$ cat src/rtl/tap_pkg.sv
// Shared TAP controller definitions: state encoding and reset state.
package tap_pkg;

    typedef enum logic [3:0] {
        StExit2Dr = 4'h0,
        StExit1Dr = 4'h1,
        StShiftDr = 4'h2,
        StPauseDr = 4'h3,
        StSelIr   = 4'h4,
        StUpdDr   = 4'h5,
        StCapDr   = 4'h6,
        StSelDr   = 4'h7,
        StExit2Ir = 4'h8,
        StExit1Ir = 4'h9,
        StShiftIr = 4'hA,
        StPauseIr = 4'hB,
        StRti     = 4'hC,
        StUpdIr   = 4'hD,
        StCapIr   = 4'hE,
        StTlr     = 4'hF
    } tap_state_t;

    localparam tap_state_t TAP_RESET_STATE = StTlr;

endpackage

$ cat src/rtl/tap_fsm_next.sv
// Combinational next-state function of the 1149.1 TAP controller.
module tap_fsm_next
    import tap_pkg::*;
(
    input  tap_state_t state_i,
    input  logic       tms_i,
    output tap_state_t next_o
);

    always_comb begin
        next_o = state_i;
        unique case (state_i)
            StTlr:     next_o = tms_i ? StTlr     : StRti;
            StRti:     next_o = tms_i ? StSelDr   : StRti;
            StSelDr:   next_o = tms_i ? StSelIr   : StCapDr;
            StCapDr:   next_o = tms_i ? StExit1Dr : StShiftDr;
            StShiftDr: next_o = tms_i ? StExit1Dr : StShiftDr;
            StExit1Dr: next_o = tms_i ? StUpdDr   : StPauseDr;
            StPauseDr: next_o = tms_i ? StExit2Dr : StPauseDr;
            StExit2Dr: next_o = tms_i ? StUpdDr   : StShiftDr;
            StUpdDr:   next_o = tms_i ? StSelDr   : StRti;
            StSelIr:   next_o = tms_i ? StTlr     : StCapIr;
            StCapIr:   next_o = tms_i ? StExit1Ir : StShiftIr;
            StShiftIr: next_o = tms_i ? StExit1Ir : StShiftIr;
            StExit1Ir: next_o = tms_i ? StUpdIr   : StPauseIr;
            StPauseIr: next_o = tms_i ? StExit2Ir : StPauseIr;
            StExit2Ir: next_o = tms_i ? StUpdIr   : StShiftIr;
            StUpdIr:   next_o = tms_i ? StSelDr   : StRti;
            default:   next_o = StTlr;
        endcase
    end

endmodule

$ cat src/rtl/tap_route_ctrl.sv
// TAP controller top: state register with synchronous reset, state code driven
// straight from the register onto the four observation pads.
module tap_route_ctrl
    import tap_pkg::*;
(
    input  logic GCLK_Pad,
    input  logic TRST_Pad,
    input  logic TMS_Pad,
    output logic state_obs0_Pad,
    output logic state_obs1_Pad,
    output logic state_obs2_Pad,
    output logic state_obs3_Pad
);

    tap_state_t state_q;
    tap_state_t state_d;

    tap_fsm_next u_fsm_next (
        .state_i (state_q),
        .tms_i   (TMS_Pad),
        .next_o  (state_d)
    );

    // Reset takes priority over TMS on the same edge.
    always_ff @(posedge GCLK_Pad) begin
        if (!TRST_Pad) begin
            state_q <= TAP_RESET_STATE;
        end else begin
            state_q <= state_d;
        end
    end

    assign state_obs0_Pad = state_q[0];
    assign state_obs1_Pad = state_q[1];
    assign state_obs2_Pad = state_q[2];
    assign state_obs3_Pad = state_q[3];

endmodule

$ cat config.mk
export PLATFORM = sky130hd
export DESIGN_NAME = tap_route_ctrl
export DESIGN_NICKNAME = d
export VERILOG_FILES = /design/src/rtl/tap_pkg.sv /design/src/rtl/tap_fsm_next.sv /design/src/rtl/tap_route_ctrl.sv
export SDC_FILE = /design/constraint.sdc
export NUM_CORES = 1
export LEC_CHECK = 0
export BUFFER_PORTS_ARGS = -buffer_cell sky130_fd_sc_hd__buf_2
export CORE_AREA = 2 2 39 41
export CTS_CLUSTER_DIAMETER = 150
export DETAILED_ROUTE_END_ITERATION = 12
export DIE_AREA = 0 0 41 43
export MAX_ROUTING_LAYER = met4
export PLACE_DENSITY = 0.33
export SLEW_MARGIN = 5
export SYNTH_ARGS = -nofsm -noshare
export SYNTH_HDL_FRONTEND = slang
export SYNTH_SLANG_ARGS = --single-unit
$ cat constraint.sdc
create_clock -name GCLK_Pad -period 3.7 [get_ports GCLK_Pad]
set_clock_uncertainty 0.1 [all_clocks]
set_input_delay 0.37 -clock GCLK_Pad [delete_from_list [all_inputs] [get_ports GCLK_Pad]]
set_output_delay 0.37 -clock GCLK_Pad [all_outputs]
set_load 0.02 [all_outputs]
**After elaboration in Yosys (flattened, before gate mapping)**

Cells that the tools add are included.

- Eq/ne operators: 15
- Muxes and demuxes: 13
- Reductions and logical operators: 4

Operators with widths:

| cell | number |
|---|---|
| $pmux W4 S12 | 1 |
| $eq A4 B4 Y1 const B | 8 |
| $eq A4 B3 Y1 const B | 4 |
| $mux W2 | 6 |
| $mux W3 | 4 |
| $eq A4 B2 Y1 const B | 2 |
| $eq A4 B1 Y1 const B | 1 |
| $logic_not A4 Y1 | 1 |
| $mux W4 | 1 |
| $reduce_or A2 Y1 | 2 |
| $reduce_or A3 Y1 | 1 |
| $mux W1 | 1 |

- Register bits: 4
- Logic and storage cells: 33

**Logic depth before layout (Yosys ltp)**

Gate-level depths: netlist of run 1.

- Word-level depth: 3
- Gate-level depth with buffers: 3
- Depth with buffers taken out: 3

**Modules after synthesis**

From an unflattened synthesis of run 1, not the netlist that was laid out.

- Cell total of the unflattened synthesis: 25
- Area total of the unflattened synthesis: 207.7 µm²

By module, submodules not included:

| module | instances | cells an instance | area an instance (µm²) | seq. area each (µm²) |
|---|---|---|---|---|
| tap_route_ctrl | 1 | 8 | 105.1 | 80.1 |
| tap_fsm_next | 1 | 17 | 102.6 | 0.0 |

**Least setup slack after synthesis of run 1**

OpenSTA, ideal clock, no wires.

- Kind: flip-flop to flip-flop
- From: register state_q[3]
- To: register state_q[1]
- Setup time: 134 ps
- Data arrival time: 1158 ps
- Slack: 2308 ps
- Stages on the path, launching flop included: 4
- Period minus slack after synthesis: 1392 ps
- Cell sequence: dfxtp_1 or2b_1 a21oi_1 or4_1

- Cells in the longest elaborated chain, start to end: 3
- Elaborated cells on any way between the ends: 20
- Those cells by class: eq/ne (15); mux (1); reduce/logical (4)

RTL lines:

| what | RTL line | text |
|---|---|---|
| start: declaration | tap_route_ctrl.sv:15 | `tap_state_t state_q;` |
| start signal: assignment | tap_route_ctrl.sv:29 | `state_q <= state_d;` |
| $eq A4 B4 Y1, or another cell as far along | tap_fsm_next.sv:12 | `unique case (state_i)` |
| $reduce_or A3 Y1 (no source line) or $reduce_or A2 Y1 (tied branches) | n/a |  |
| $pmux W4 S12 * | tap_fsm_next.sv:12 |  |

Every way passes the cells marked *; elsewhere a longest branch is shown, timed or not.
A chain may end at the register's enable or synchronous reset.

**Final worst setup path of run 1**

- From: register state_q[1]
- To: register state_q[1]

Same word-level chain as after synthesis.

==> impl_metrics.csv, run 1 <==
group,metric,value,unit
power,pwr-share-seq,0.411,
critical_path,cp.required,3.70,ns
critical_path,crit_start,"state_q[1]$_SDFF_PN1_",
floorplanning,boundaryPins,7,
placed_design,io_buffers,6,
cells_and_area,most-common-layout-cells,"buf_2 (6), nand2_1 (4), dfxtp_1 (4)",
power,power_switching,0.04103,mW
cts,cts_tree,"built",
critical_path,r2r-start,"state_q[1]$_SDFF_PN1_",
timing,slew_headroom,0.8471,
cts,holdBufCountCts,0,
floorplanning,fp-row-count,14,
synthesis,yosys.area.top_type,"dfxtp_1",
synthesis,syn_inst,24,
power,peakVddDrop,0.1727,mV
power,cellPowerDensity,512.8,nW/um^2
power,swShare,0.2961,
cts,post_cts_buffers,0,
synthesis,yosysTopAreaCellShare,0.4051,
global_routing,grt_pass1_vias,203,
timing,fmax,0.7421,GHz
placed_design,dpl.hpwl,350,um
cells_and_area,drive_above_1_share,0.2727,
timing,drv_slew,0,
global_routing,grt_pass1_wl,807,um
detailed_routing,wl_per_cell,9.490,um
global_routing,antenna_found_initial,0,
detailed_routing,drt_iter0_drc,3,
placed_design,place_inst,46,
placed_design,gp_congestion,0.7385,
timing,max_slew.worst_pin.slew,0.2290,ns
timing,hold_violations,0,
cells_and_area,regMostFlops,"state_q",
synthesis,syn_nets,27,
cts,htree_levels,1,
cts,clock-root-buffer,"clkbuf_4",
cells_and_area,diodes,0,
synthesis,ys_seq_elements,4,
critical_path,crit_end,"state_q[1]$_SDFF_PN1_",
timing,finalSetupViolCount,0,
synthesis,synthTopCellsByArea,"dfxtp_1 (41%), a21oi_1 (7.6%), nand2_1 (7.6%)",
floorplanning,design.core.area,1384,um^2
run,maxCapViolCount,0,
critical_path,timing.rr.end,"state_q[1]$_SDFF_PN1_",
cells_and_area,largest_register_ff_count,4,
synthesis,yosysSeqAreaShare,0.4051,
cells_and_area,biggestRegsByFlops,"state_q: 4 flops",
critical_path,critPathBufInv,0,
timing,setup_tns,0,ns
detailed_routing,dr_total_vias,201,
critical_path,path_cells,"or3b_1, a21oi_1, or4_1",
synthesis,ys_warn_count,0,
power,p_leak,0.1213,nW
floorplanning,dieArea,1763,um^2
critical_path,worstSetupPathType,"reg -> reg",
cts,cts_buffers,3,
floorplanning,die_h,43,um
cells_and_area,area_growth,36.71,%
critical_path,cp-end-kind,"flop",
cts,insertion_delay,0.23,ns
critical_path,critPathMaxStageDelay,0.48,ns
critical_path,cp_slowest_cell,"or4_1",
critical_path,cp_max_fo,8,
cells_and_area,instances_no_fill,49,
critical_path,ff2ff_path_depth,3,
floorplanning,die_x,41,um
critical_path,cp.depth,3,
global_routing,grt_use_total,0.07724,
synthesis,yosysUniqueCellTypes,14,
power,p_int,0.09757,mW
critical_path,ff2ff_setup_slack,2.35,ns
critical_path,critPathLaunchType,"flop",
timing,period_share,0.3642,
global_routing,grt-ovfl-total,0,
detailed_routing,ant_nets,0,
status,status,"finished clean",
worst_hold_path,hold_class,"in -> reg",
critical_path,cp.arrival,1.35,ns
critical_path,cp_top_family,"simple AND/OR/NAND/NOR gates",
detailed_routing,viasPerCell,4.102,
synthesis,netlist_area,197.7,um^2
cells_and_area,final_common_cell,"buf_2",
detailed_routing,wl,465,um
power,p_clk_frac,0.388,
timing,layout_min_cycle_time,1.348,ns
power,p_comb_frac,0.201,
cells_and_area,nets,38,
cts,clk_path_buf_depth,2,
detailed_routing,remaining_drc_errors,0,
floorplanning,start_util,0.1429,
timing,rsz0062_at_grt,"no",
global_routing,grt_max_degree,9,
detailed_routing,drtPass1Iterations,2,
cts,cts.sinks,4,
cts,clk_transition_reported_paths,0.04,ns
synthesis,avgSynthCellArea,8.237,um^2
cts,postCtsResizedCells,0,
==> synth_stat cells (all sizes together) <==
master / n
or2b: 2
or3b: 1
nand3: 1
or4: 1
a21oi: 3
nor2b: 1
dfxtp: 4
nand2: 4
o21ai: 2
nor2: 1
a221o: 1
inv: 1
a21boi: 1
mux2i: 1
==> per-layer routing <==
metal	global-route usage	routed length [um]	vias up	share of wire
met3	0.07853	42	0	0.090
met2	0.1031	194	7	0.42
li1	-	-	103	-
met1	0.07742	228	91	0.49
met5	-	0	-	0
met4	0.02000	0	0	0
==> power by group through the flow <==
| stage | Clock [mW] | Combinational, mW | Sequential (mW) |
|---|---|---|---|
| global placement | 0 | 0.0277 | 0.0575 |
| CTS | 0.0572 | 0.0282 | 0.0571 |
| global route | 0.0604 | 0.0316 | 0.0582 |
| detailed placement | 0 | 0.0280 | 0.0578 |
| finish | 0.0538 | 0.0278 | 0.0569 |
| floorplan | 0 | 0.0135 | 0.0616 |
==> logic make-up after synthesis <==
kind of cell / share of synthesized area
and+or+nand+nor: 0.3101
AOI/OAI and AO/OA: 0.2152
DFF: 0.4051
muxes: 0.05063
buffers and inverters: 0.01897
==> metrics by stage <==
| step | hold slack, ns | utilization | instance area [um^2] | power, mW | worst slack [ns] |
|---|---|---|---|---|---|
| after CTS | 0.2234 | 0.1953 | 270.3 | 0.1425 | 2.334 |
| after detailed placement | 0.4665 | 0.1790 | 247.7 | 0.08581 | 2.347 |
| after floorplan | 0.3319 | - | 197.7 | 0.07502 | 2.308 |
| after global placement | 0.4622 | 0.1790 | 247.7 | 0.08525 | 2.344 |
| after global routing | 0.2519 | 0.1953 | 270.3 | 0.1503 | 2.291 |
| final | 0.2308 | 0.1953 | 270.3 | 0.1386 | 2.353 |
==> worst min path at each step <==
stage | from | to | slack (ns) | depth (start not counted)
after floorplan | TRST_Pad | state_q[3]$_SDFF_PN1_ | 0.33 | 1
after global placement | TRST_Pad | state_q[3]$_SDFF_PN1_ | 0.46 | 2
after detailed placement | TRST_Pad | state_q[3]$_SDFF_PN1_ | 0.47 | 2
after CTS | TRST_Pad | state_q[3]$_SDFF_PN1_ | 0.22 | 2
after global routing | TRST_Pad | state_q[3]$_SDFF_PN1_ | 0.25 | 2
final | TRST_Pad | state_q[3]$_SDFF_PN1_ | 0.23 | 2
==> layout make-up <==
cell class,count,area [um^2]
Clock buffer,3,22.52
Fill cell,156,1114
Inverter,1,3.754
Multi-Input combinational cell,19,113.9
Sequential cell,4,80.08
Tap cell,16,20.02
Timing Repair Buffer,6,30.03
Power figures use the tool's default switching activity.
==> run 2, diff against run 1 <==
==> constraint.sdc (replaced) <==
create_clock -name GCLK_Pad -period 1.4 [get_ports GCLK_Pad]
set_clock_uncertainty 0.1 [all_clocks]
set_input_delay 0.14 -clock GCLK_Pad [delete_from_list [all_inputs] [get_ports GCLK_Pad]]
set_output_delay 0.14 -clock GCLK_Pad [all_outputs]
set_load 0.02 [all_outputs]
==> impl_metrics.csv, run 2 (synthesis results as in run 1) <==
group,metric,value,unit
status,status,"finished clean",
floorplanning,design.core.area,1384,um^2
global_routing,antenna_found_initial,0,
global_routing,grt_max_degree,8,
power,cellPowerDensity,1296,nW/um^2
detailed_routing,drt_iter0_drc,5,
detailed_routing,drtPass1Iterations,4,
timing,max_slew.worst_pin.slew,0.2386,ns
cells_and_area,instances_no_fill,52,
worst_hold_path,worstHoldPathCells,2,
detailed_routing,dr_total_vias,222,
floorplanning,boundaryPins,7,
cells_and_area,biggestRegsByFlops,"state_q: 4 flops",
cts,insertion_delay,0.24,ns
timing,rsz0062_at_grt,"no",
critical_path,path_cells,"dlygate4sd3_1, buf_2, inv_1, or4_1",
detailed_routing,ant_nets,0,
run,maxCapViolCount,0,
critical_path,cp_max_fo,3,
worst_hold_path,hold_class,"in -> reg",
cts,cts_buffers,3,
cts,cts.sinks,4,
timing,period_share,0.9421,
cells_and_area,area_growth,50.00,%
critical_path,timing.rr.end,"state_q[1]$_SDFF_PN1_",
timing,drv_slew,0,
cells_and_area,most-common-layout-cells,"buf_2 (6), nand2_1 (4), a21oi_1 (3), clkbuf_4 (3), dfxtp_1 (3)",
critical_path,r2r-start,"state_q[1]$_SDFF_PN1_",
detailed_routing,viasPerCell,4.269,
cells_and_area,regMostFlops,"state_q",
timing,slew_headroom,0.8407,
floorplanning,fp-row-count,14,
floorplanning,die_x,41,um
cts,htree_levels,1,
critical_path,ff2ff_setup_slack,0.13,ns
cts,clk_transition_reported_paths,0.04,ns
critical_path,cp_top_family,"buffers and inverters",
critical_path,cp.arrival,1.33,ns
floorplanning,die_h,43,um
placed_design,gp_congestion,0.7448,
critical_path,cp-end-kind,"flop",
cts,cts_tree,"built",
placed_design,place_inst,48,
cells_and_area,diodes,0,
timing,hold_violations,0,
floorplanning,dieArea,1763,um^2
cells_and_area,largest_register_ff_count,4,
placed_design,io_buffers,6,
critical_path,critPathMaxStageDelay,0.51,ns
global_routing,grt_pass1_vias,194,
cts,clk_path_buf_depth,2,
critical_path,worstSetupPathType,"in -> reg",
global_routing,grt-ovfl-total,0,
timing,setup_tns,0,ns
cells_and_area,final_common_cell,"buf_2",
floorplanning,start_util,0.1429,
cells_and_area,post-route-util,0.2143,
detailed_routing,wl,542,um
global_routing,grt_pass1_wl,828,um
timing,finalSetupViolCount,0,
detailed_routing,wl_per_cell,10.42,um
timing,layout_min_cycle_time,1.319,ns
timing,fmax,0.7582,GHz
critical_path,ff2ff_path_depth,3,
critical_path,critPathLaunchType,"input pin",
critical_path,cp_slowest_cell,"dlygate4sd3_1",
worst_hold_path,whs_endpoint,"state_q[0]$_SDFF_PN1_",
detailed_routing,remaining_drc_errors,0,
worst_hold_path,hp-start,"TMS_Pad",
cells_and_area,nets,41,
critical_path,cp.required,1.41,ns
power,peakVddDrop,0.4737,mV
global_routing,grt_use_total,0.07827,
timing,whs,0.1022,ns
cells_and_area,drive_above_1_share,0.3333,
cts,clock-root-buffer,"clkbuf_4",
power,p_leak,0.1340,nW
critical_path,critPathBufInv,3,
[run 2: cell count changes in the layout (fill, tap and decap cells not counted), sizes merged]
cell,before,now
buf,6,8
dlygate4sd3,0,1
[run 2: timing repair]
action | in CTS | in global routing
endpoints found under the setup margin | 0 | 1
hold buffers | 1 | 0
gates resized for setup | 0 | 1
buffers inserted | 0 | 0
hold endpoints to repair | 1 | 0
[run 2: layout make-up]
cell class / count / area, um^2
clock buffer: 3 / 22.52
fill: 163 / 1087
inverter: 1 / 3.754
multi-input combinational: 19 / 113.9
sequential: 4 / 81.33
tap: 16 / 20.02
timing repair buffer: 9 / 55.05
[run 2: stage by stage]
step / total power, mW / cell area, um^2 / setup slack [ns]
floorplan: 0.1983 / 197.7 / 0.008358
global placement: 0.2357 / 262.8 / 0.1138
detailed placement: 0.2389 / 262.8 / 0.06674
CTS: 0.3915 / 295.3 / 0.05864
global route: 0.4106 / 296.5 / 0.05546
finish: 0.3843 / 296.5 / 0.08109
[run 2: worst max-delay path by stage]
stage	depth (start not counted)	startpoint	slack [ns]	to
2_1_floorplan	3	state_q[3]$_SDFF_PN1_	0.008	state_q[1]$_SDFF_PN1_
3_3_place_gp	3	state_q[3]$_SDFF_PN1_	0.11	state_q[1]$_SDFF_PN1_
3_5_place_dp	3	state_q[3]$_SDFF_PN1_	0.07	state_q[1]$_SDFF_PN1_
4_1_cts	3	state_q[3]$_SDFF_PN1_	0.06	state_q[1]$_SDFF_PN1_
5_1_grt	4	TRST_Pad	0.06	state_q[1]$_SDFF_PN1_
6_report	4	TRST_Pad	0.08	state_q[1]$_SDFF_PN1_
[run 2: worst register-to-register path, delay by kind of cell, from the launching register on]
family,cells,cell delay [ns]
simple gates,2,0.65
flops,1,0.33
compound gates,1,0.06
[run 2: where the power goes]
group	internal, mW	switching, mW
clock network	0.0961	0.0494
registers	0.128	0.0183
logic	0.0450	0.0471
[run 2: layer usage]
layer | up-vias | global-route usage | share of wire
met1 | 105 | 0.07742 | 0.40
met5 | - | - | 0
li1 | 109 | - | -
met2 | 8 | 0.1063 | 0.50
met3 | 0 | 0.07853 | 0.10
met4 | 0 | 0.02000 | 0
